--- src/rtl/mem_stage_pkg.sv ---
// Shared encodings for the memory-buffer stage: access sizes, op-field layout,
// writeback selects, trap causes and FSM states.
package mem_stage_pkg;

  localparam logic [1:0] MEM_SIZE_B = 2'd0;
  localparam logic [1:0] MEM_SIZE_H = 2'd1;
  localparam logic [1:0] MEM_SIZE_W = 2'd2;

  // mem_op = {store, unsigned, size[1:0]}
  localparam int MEM_OP_STORE    = 3;
  localparam int MEM_OP_UNSIGNED = 2;

  localparam logic [1:0] RD_SRC_ALU = 2'd0;
  localparam logic [1:0] RD_SRC_MEM = 2'd1;
  localparam logic [1:0] RD_SRC_CSR = 2'd2;
  localparam logic [1:0] RD_SRC_PC4 = 2'd3;

  localparam logic [4:0] TRAP_LD_MISAL = 5'd4;
  localparam logic [4:0] TRAP_LD_FAULT = 5'd5;
  localparam logic [4:0] TRAP_ST_MISAL = 5'd6;
  localparam logic [4:0] TRAP_ST_FAULT = 5'd7;

  typedef enum logic {
    ST_IDLE = 1'b0,
    ST_BUSY = 1'b1
  } mb_state_e;

  // Size code 3 is not a legal access; it is treated like a word.
  function automatic logic is_misaligned(input logic [1:0] size, input logic [1:0] off);
    case (size)
      MEM_SIZE_B: return 1'b0;
      MEM_SIZE_H: return off[0];
      MEM_SIZE_W: return off != 2'b00;
      default:    return off != 2'b00;
    endcase
  endfunction

endpackage

--- src/rtl/mem_stage_lsu_align.sv ---
// Combinational byte-lane steering: store strobes/data replication and
// load byte/half extraction with sign or zero extension.
module mem_stage_lsu_align
  import mem_stage_pkg::*;
(
  input  logic [1:0]  st_off,
  input  logic [1:0]  st_size,
  input  logic [31:0] st_data,
  output logic [3:0]  st_strb,
  output logic [31:0] st_wdata,
  input  logic [1:0]  ld_off,
  input  logic [1:0]  ld_size,
  input  logic        ld_unsigned,
  input  logic [31:0] ld_word,
  output logic [31:0] ld_data
);

  logic [7:0]  ld_bytes [4];
  logic [7:0]  ld_byte;
  logic [15:0] ld_half;

  for (genvar gi = 0; gi < 4; gi++) begin : g_lane
    assign ld_bytes[gi] = ld_word[8*gi +: 8];
  end

  assign ld_byte = ld_bytes[ld_off];
  assign ld_half = ld_off[1] ? ld_word[31:16] : ld_word[15:0];

  always_comb begin
    st_strb  = 4'b1111;
    st_wdata = st_data;
    case (st_size)
      MEM_SIZE_B: begin
        st_strb  = 4'b0001 << st_off;
        st_wdata = {4{st_data[7:0]}};
      end
      MEM_SIZE_H: begin
        st_strb  = st_off[1] ? 4'b1100 : 4'b0011;
        st_wdata = {2{st_data[15:0]}};
      end
      default: ;
    endcase
  end

  always_comb begin
    ld_data = ld_word;
    case (ld_size)
      MEM_SIZE_B: ld_data = {{24{~ld_unsigned & ld_byte[7]}}, ld_byte};
      MEM_SIZE_H: ld_data = {{16{~ld_unsigned & ld_half[15]}}, ld_half};
      default: ;
    endcase
  end

endmodule

--- src/rtl/mem_stage.sv ---
// Memory-buffer pipeline stage: issues one data-memory transaction at a time,
// reports misaligned/faulting accesses as traps and drives the writeback register.
module mem_stage
  import mem_stage_pkg::*;
#(
  parameter int DMEM_TIMEOUT = 255
) (
  input  logic        clk,
  input  logic        rst,
  input  logic        pipe_flush,
  input  logic        ex_mb__valid,
  input  logic [31:0] ex_mb__alu_y,
  input  logic [31:0] ex_mb__rs2_rdata,
  input  logic [31:0] ex_mb__pc_4,
  input  logic [31:0] ex_mb__csr_rdata,
  input  logic [4:0]  ex_mb__rd_addr,
  input  logic        ex_mb__rd_wen,
  input  logic [1:0]  ex_mb__rd_src,
  input  logic        ex_mb__mem_en,
  input  logic [3:0]  ex_mb__mem_op,
  output logic        dmem_req,
  output logic        dmem_we,
  output logic [31:0] dmem_addr,
  output logic [31:0] dmem_wdata,
  output logic [3:0]  dmem_wstrb,
  input  logic        dmem_ack,
  input  logic [31:0] dmem_rdata,
  input  logic        dmem_err,
  output logic [31:0] mb_wb__rd_wdata,
  output logic [4:0]  mb_wb__rd_addr,
  output logic        mb_wb__rd_wen,
  output logic        mb_if__trap_taken,
  output logic [4:0]  mb_ex__trap_src,
  output logic [31:0] mb_ex__dmem_addr,
  output logic        mb_ex__instret,
  output logic        mb_stall
);

  localparam int               CNT_W    = $clog2(DMEM_TIMEOUT + 1);
  localparam logic [CNT_W-1:0] CNT_LAST = CNT_W'(DMEM_TIMEOUT - 1);

  mb_state_e        state_reg, state_next;
  logic [CNT_W-1:0] cnt_reg;
  logic [31:0]      addr_reg;
  logic [3:0]       op_reg;
  logic [4:0]       rd_addr_reg;
  logic             rd_wen_reg;
  logic             killed_reg;

  logic        accept, ex_misal, go_busy, bus_done, bus_fault, timeout, discard;
  logic [3:0]  st_strb;
  logic [31:0] st_wdata, ld_data, sel_wdata;

  assign ex_misal = is_misaligned(ex_mb__mem_op[1:0], ex_mb__alu_y[1:0]);
  // cnt_reg counts completed BUSY cycles, so this fires in the last allowed one
  assign timeout  = (cnt_reg == CNT_LAST);
  assign discard  = killed_reg | pipe_flush;

  always_comb begin
    state_next = state_reg;
    accept     = 1'b0;
    go_busy    = 1'b0;
    bus_done   = 1'b0;
    bus_fault  = 1'b0;
    mb_stall   = 1'b0;
    case (state_reg)
      ST_IDLE: begin
        accept = ex_mb__valid & ~pipe_flush;
        if (accept & ex_mb__mem_en & ~ex_misal) begin
          go_busy    = 1'b1;
          mb_stall   = 1'b1;
          state_next = ST_BUSY;
        end
      end
      ST_BUSY: begin
        bus_fault = dmem_err | (timeout & ~dmem_ack);
        bus_done  = dmem_ack | bus_fault;
        if (bus_done) state_next = ST_IDLE;
        else          mb_stall   = 1'b1;
      end
      default: state_next = ST_IDLE;
    endcase
  end

  always_comb begin
    case (ex_mb__rd_src)
      RD_SRC_CSR: sel_wdata = ex_mb__csr_rdata;
      RD_SRC_PC4: sel_wdata = ex_mb__pc_4;
      default:    sel_wdata = ex_mb__alu_y;
    endcase
  end

  mem_stage_lsu_align u_align (
    .st_off      (ex_mb__alu_y[1:0]),
    .st_size     (ex_mb__mem_op[1:0]),
    .st_data     (ex_mb__rs2_rdata),
    .st_strb     (st_strb),
    .st_wdata    (st_wdata),
    .ld_off      (addr_reg[1:0]),
    .ld_size     (op_reg[1:0]),
    .ld_unsigned (op_reg[MEM_OP_UNSIGNED]),
    .ld_word     (dmem_rdata),
    .ld_data     (ld_data)
  );

  always_ff @(posedge clk) begin
    if (rst) state_reg <= ST_IDLE;
    else     state_reg <= state_next;
  end

  always_ff @(posedge clk) begin
    if (rst) begin
      cnt_reg           <= '0;
      addr_reg          <= '0;
      op_reg            <= '0;
      rd_addr_reg       <= '0;
      rd_wen_reg        <= 1'b0;
      killed_reg        <= 1'b0;
      dmem_req          <= 1'b0;
      dmem_we           <= 1'b0;
      dmem_addr         <= '0;
      dmem_wdata        <= '0;
      dmem_wstrb        <= '0;
      mb_wb__rd_wdata   <= '0;
      mb_wb__rd_addr    <= '0;
      mb_wb__rd_wen     <= 1'b0;
      mb_if__trap_taken <= 1'b0;
      mb_ex__trap_src   <= '0;
      mb_ex__dmem_addr  <= '0;
      mb_ex__instret    <= 1'b0;
    end else begin
      mb_wb__rd_wen     <= 1'b0;
      mb_if__trap_taken <= 1'b0;
      mb_ex__instret    <= 1'b0;

      if (go_busy) begin
        cnt_reg     <= '0;
        addr_reg    <= ex_mb__alu_y;
        op_reg      <= ex_mb__mem_op;
        rd_addr_reg <= ex_mb__rd_addr;
        rd_wen_reg  <= ex_mb__rd_wen;
        killed_reg  <= 1'b0;
        dmem_req    <= 1'b1;
        dmem_we     <= ex_mb__mem_op[MEM_OP_STORE];
        dmem_addr   <= {ex_mb__alu_y[31:2], 2'b00};
        dmem_wdata  <= st_wdata;
        dmem_wstrb  <= ex_mb__mem_op[MEM_OP_STORE] ? st_strb : 4'b0000;
      end else if (accept && ex_mb__mem_en) begin
        mb_if__trap_taken <= 1'b1;
        mb_ex__trap_src   <= ex_mb__mem_op[MEM_OP_STORE] ? TRAP_ST_MISAL : TRAP_LD_MISAL;
        mb_ex__dmem_addr  <= ex_mb__alu_y;
      end else if (accept) begin
        mb_wb__rd_wdata <= sel_wdata;
        mb_wb__rd_addr  <= ex_mb__rd_addr;
        mb_wb__rd_wen   <= ex_mb__rd_wen & (ex_mb__rd_addr != 5'd0);
        mb_ex__instret  <= 1'b1;
      end

      if (state_reg == ST_BUSY) begin
        cnt_reg <= cnt_reg + 1'b1;
        if (pipe_flush) killed_reg <= 1'b1;
        if (bus_done) begin
          dmem_req   <= 1'b0;
          dmem_we    <= 1'b0;
          dmem_wstrb <= 4'b0000;
          // A flushed access still finishes on the bus but leaves no architectural trace
          if (!discard) begin
            if (bus_fault) begin
              mb_if__trap_taken <= 1'b1;
              mb_ex__trap_src   <= op_reg[MEM_OP_STORE] ? TRAP_ST_FAULT : TRAP_LD_FAULT;
              mb_ex__dmem_addr  <= addr_reg;
            end else begin
              mb_ex__instret <= 1'b1;
              if (!op_reg[MEM_OP_STORE]) begin
                mb_wb__rd_wdata <= ld_data;
                mb_wb__rd_addr  <= rd_addr_reg;
                mb_wb__rd_wen   <= rd_wen_reg & (rd_addr_reg != 5'd0);
              end
            end
          end
        end
      end
    end
  end

endmodule
--- config.mk ---
export PLATFORM = sky130hd
export DESIGN_NAME = mem_stage
export DESIGN_NICKNAME = d
export VERILOG_FILES = /design/src/rtl/mem_stage_pkg.sv /design/src/rtl/mem_stage_lsu_align.sv /design/src/rtl/mem_stage.sv
export SDC_FILE = /design/constraint.sdc
export NUM_CORES = 1
export LEC_CHECK = 0
export BUFFER_PORTS_ARGS = -buffer_cell sky130_fd_sc_hd__buf_2
export CAP_MARGIN = 20
export CORE_UTILIZATION = 54
export DETAILED_ROUTE_END_ITERATION = 8
export PLACE_DENSITY = 0.87
export RECOVER_POWER = 100
export REMOVE_ABC_BUFFERS = 1
export SYNTH_ARGS = -nofsm -noshare
export SYNTH_HDL_FRONTEND = slang
export SYNTH_HIERARCHICAL = 1
export SYNTH_SLANG_ARGS = --single-unit
--- constraint.sdc ---
create_clock -name clk -period 3.6 [get_ports clk]
set_input_delay 0.36 -clock clk [delete_from_list [all_inputs] [get_ports clk]]
set_output_delay 0.36 -clock clk [all_outputs]
set_load 0.1 [all_outputs]
==> key figures <==
Timing
  – Tightest slew margin relative to the limit: 0.607%
  – Highest clock rate: approximately 340 MHz
  – Count of final setup violators: 0
  – Final Max Slew Viols: 0
  – Final worst path period share: between 80% and 90%
  – RSZ-0062 raised after global routing: false
  – Crit path time final: between 2 and 3 ns
  – Setup Skew: 0.0115 ns
  – Slew at the pin with the worst max-slew slack: 1.49 ns
  – Post-Route Hold Slack: ~0.18 ns
  – Final Hold Vio Count: 0
  – Final Worst Setup Slack: approximately 0.64 ns

Routing
  – Iter 0 DRT Violations: 562
  – WL met1: 10800 um
  – Met2 wire len: around 13000 um
  – Total length of routed wires: about 27000 um
  – Wire length per cell after detailed routing: 17.4 um
  – Length of routed met3 wiring: between 2000 and 2500 um
  – Max layer used: met4
  – DR pass1 iterations: 4
  – Count of vias placed by the detailed router: just under 9000
  – Post-detailed-route DRC marker count: 0
  – Detail-routed via count per cell: around 5.6
  – Post-detailed-route count of antenna-violating nets: 0

Setup path
  – Critical path endpoint category: flop
  – CP arrival: 3.25 ns
  – Worst path slowest cell: sky130_fd_sc_hd__clkbuf_1
  – Worst stage delay on the critical path: 0.94 ns
  – Worst endpoint required time: 3.89 ns
  – Buffers plus inverters on the worst setup path: 1
  – Worst-path maximum fanout: 21
  – Cell family with most CP delay: buffers and inverters
  – Series of cell instances along the critical path: nand4bb_1 -> a21o_1 -> clkbuf_1 -> nor2_1 -> a2111oi_0
  – Critical path class: flop to flop
  – Crit start category: flop

Outcome
  – Status: complete, no violations

Synthesis
  – Fraction of registers with async set/reset: 0%
  – Synthesized netlist cell count: roughly 1100
  – Number of distinct library cell variants in the gate-level netlist after synthesis: 56
  – Flip-flop and latch count after synthesis: around 170
  – Cell types with the largest area share after synthesis: sky130_fd_sc_hd__dfxtp_1 (38%), sky130_fd_sc_hd__nand2_1 (8.3%), sky130_fd_sc_hd__a21oi_1 (6.9%), sky130_fd_sc_hd__mux2i_1 (6.2%), sky130_fd_sc_hd__a211oi_1 (5.9%)
  – Proportion of synthesized chip area in sequential cells: a little under two fifths
  – Summed instance area of the synthesized netlist: about 8700 um2
  – Number of enable-type register cells in the synthesized netlist: 0
  – Library cell with the largest summed area after synthesis: sky130_fd_sc_hd__dfxtp_1
  – Synth Warn #: 6
  – Fraction of synthesized cell area taken by the top area cell type: a little under two fifths
  – Per-instance average area after synthesis: a little over 8 um2
  – Most instantiated flip-flop cell in the synthesis netlist: sky130_fd_sc_hd__dfxtp_1

CTS
  – Number of buffers inserted for hold repair after clock tree synthesis: 0
  – Level count of the clock H-tree: 4
  – TritonCTS clock tree: built
  – Clock slew at reported path FFs: approximately 0.070 ns
  – CTS Root Cell: sky130_fd_sc_hd__clkbuf_16
  – TritonCTS buffer count: 17
  – # resized after CTS: 0
  – Setup repair bufs after CTS: 0
  – Clock tree buffer depth: 2
  – Clock latency on the worst-skew pair: around 0.43 ns
  – Clock sink total: 167

Flow run
  – Max-cap viol count: 0

Global routing
  – Largest net degree at the start of global routing: between 80 and 90
  – Overflow left after global routing: 0
  – Global-route wire length before repair: about 41000 um
  – Vias in the first global route: roughly 8000
  – Antenna violations before repair: 0
  – All-layer global routing usage: between 30% and 40%

Floorplanning
  – Die area: around 17000 um2
  – Die height: between 100 and 150 um
  – Standard cell core area: roughly 16000 um2
  – Count of standard-cell rows: 46
  – Boundary pin count: 327
  – Floorplan die width: around 130 um
  – Initial Utilization: 55.1%

Layout
  – Fraction of final layout cells sized beyond drive strength 1: 20.5%
  – Ant diodes: 0
  – Commonest cells after routing, fill and taps aside: sky130_fd_sc_hd__nand2_1 (192), sky130_fd_sc_hd__buf_2 (176), sky130_fd_sc_hd__dfxtp_1 (167)
  – Final Net Count: between 1000 and 1500
  – Most common cell after layout, fill and taps aside: sky130_fd_sc_hd__nand2_1
  – Area overhead of the layout relative to synthesis: 18.0%

Power
  – Worst vdd ir: about 0.31 mV
  – Power density relative to cell area: about 450 nW/um2
  – Static leakage power: 0.00396 uW

Placed design
  – Pre-CTS WS: between 0.9 and 1 ns
  – GPL Wtd Cong: about 0.83
  – Port Buf Inserts: approximately 320
  – DP HPWL: ~19000 um

Worst hold path
  – Class of the most critical hold timing path: input pin to flop
==> worst reg2reg max path: stages, from the launching register on <==
cell and delay (ns):
sky130_fd_sc_hd__dfxtp_1 0.60, sky130_fd_sc_hd__nand4bb_1 0.26, sky130_fd_sc_hd__a21o_1 0.46, sky130_fd_sc_hd__clkbuf_1 0.95, sky130_fd_sc_hd__nor2_1 0.14, sky130_fd_sc_hd__a2111oi_0 0.43
==> path summary, 6_finish.rpt <==
check,startpoint,endpoint,slack [ns],cells past startpoint
max reg2reg,state_reg,mb_ex__dmem_addr[25],0.64,5
min,ex_mb__rd_wen,rd_wen_reg,0.18,3
max,state_reg,mb_ex__dmem_addr[25],0.64,5
min reg2reg,op_reg[2],op_reg[2],0.45,2
==> Yosys cell counts, types with 2 or more instances <==
cell / count
sky130_fd_sc_hd__nand2_1: 192
sky130_fd_sc_hd__dfxtp_1: 167
sky130_fd_sc_hd__a21oi_1: 120
sky130_fd_sc_hd__nor2_1: 111
sky130_fd_sc_hd__clkbuf_1: 76
sky130_fd_sc_hd__a211oi_1: 69
sky130_fd_sc_hd__mux2i_1: 54
sky130_fd_sc_hd__buf_4: 42
sky130_fd_sc_hd__inv_1: 37
sky130_fd_sc_hd__nor3_1: 37
sky130_fd_sc_hd__a2111oi_2: 26
sky130_fd_sc_hd__o21ai_0: 19
sky130_fd_sc_hd__mux2_2: 16
sky130_fd_sc_hd__o21ai_2: 10
sky130_fd_sc_hd__a221o_1: 8
sky130_fd_sc_hd__a22o_1: 8
sky130_fd_sc_hd__nand3_1: 8
sky130_fd_sc_hd__o221a_2: 8
sky130_fd_sc_hd__a2111oi_0: 7
sky130_fd_sc_hd__buf_6: 7
sky130_fd_sc_hd__a21o_1: 4
sky130_fd_sc_hd__a31oi_1: 3
sky130_fd_sc_hd__and3_1: 3
sky130_fd_sc_hd__and3b_1: 3
sky130_fd_sc_hd__buf_1: 3
sky130_fd_sc_hd__nand4_1: 3
sky130_fd_sc_hd__or4_1: 3
sky130_fd_sc_hd__buf_2: 2
sky130_fd_sc_hd__ha_1: 2
sky130_fd_sc_hd__nand2b_1: 2
sky130_fd_sc_hd__nand3b_1: 2
sky130_fd_sc_hd__nor3b_1: 2
sky130_fd_sc_hd__o21bai_1: 2
sky130_fd_sc_hd__or2_2: 2
sky130_fd_sc_hd__or4b_2: 2
sky130_fd_sc_hd__xor2_1: 2
==> final cells by class <==
class / count / area [um2]
repair buffers: 336 / 1560
clock buffers: 21 / 470
fillers: 1428 / 5540
multi-input cells: 747 / 4410
well taps: 216 / 270
flip-flops and latches: 167 / 3340
inverters: 38 / 143
clock inverters: 11 / 91.3
==> cell families after synthesis <==
group                    share of synthesized area (%)
AND/OR/NAND/NOR                                   18.6
AO/OA/AOI/OAI                                     24.0
buffers and inverters                             9.74
flip-flops                                        38.4
multiplexers                                      8.70
XOR/XNOR                                         0.302
adder cells (fa/ha/maj)                          0.287
other                                           0.0430
==> power breakdown <==
group	internal [uW]	total, uW	switching (uW)
clock network	949	1740	788
logic	234	946	712
registers	1910	1950	39.0
==> metrics by stage <==
stage / power, uW / instance area [um2] / instances / util (%) / TNS [ns]
5_1_grt: 4790 / 10300 / 1536 / 65.0 / 0
6_report: 4630 / 10300 / 1536 / 65.0 / 0
4_1_cts: 4680 / 10600 / 1535 / 66.9 / 0
3_3_place_gp: 2940 / 10000 / 1503 / 63.4 / 0
3_5_place_dp: 2960 / 10000 / 1503 / 63.4 / 0
2_1_floorplan: 2640 / 8010 / 952 / - / -6.89
==> per-layer routing <==
metal  up-vias  GRT usage (%)
li1       4188              -
met1      4013           36.8
met2       394           54.7
met3        62           8.13
met4         0           13.6
met5         -              0
Power figures use the tool's default switching activity.
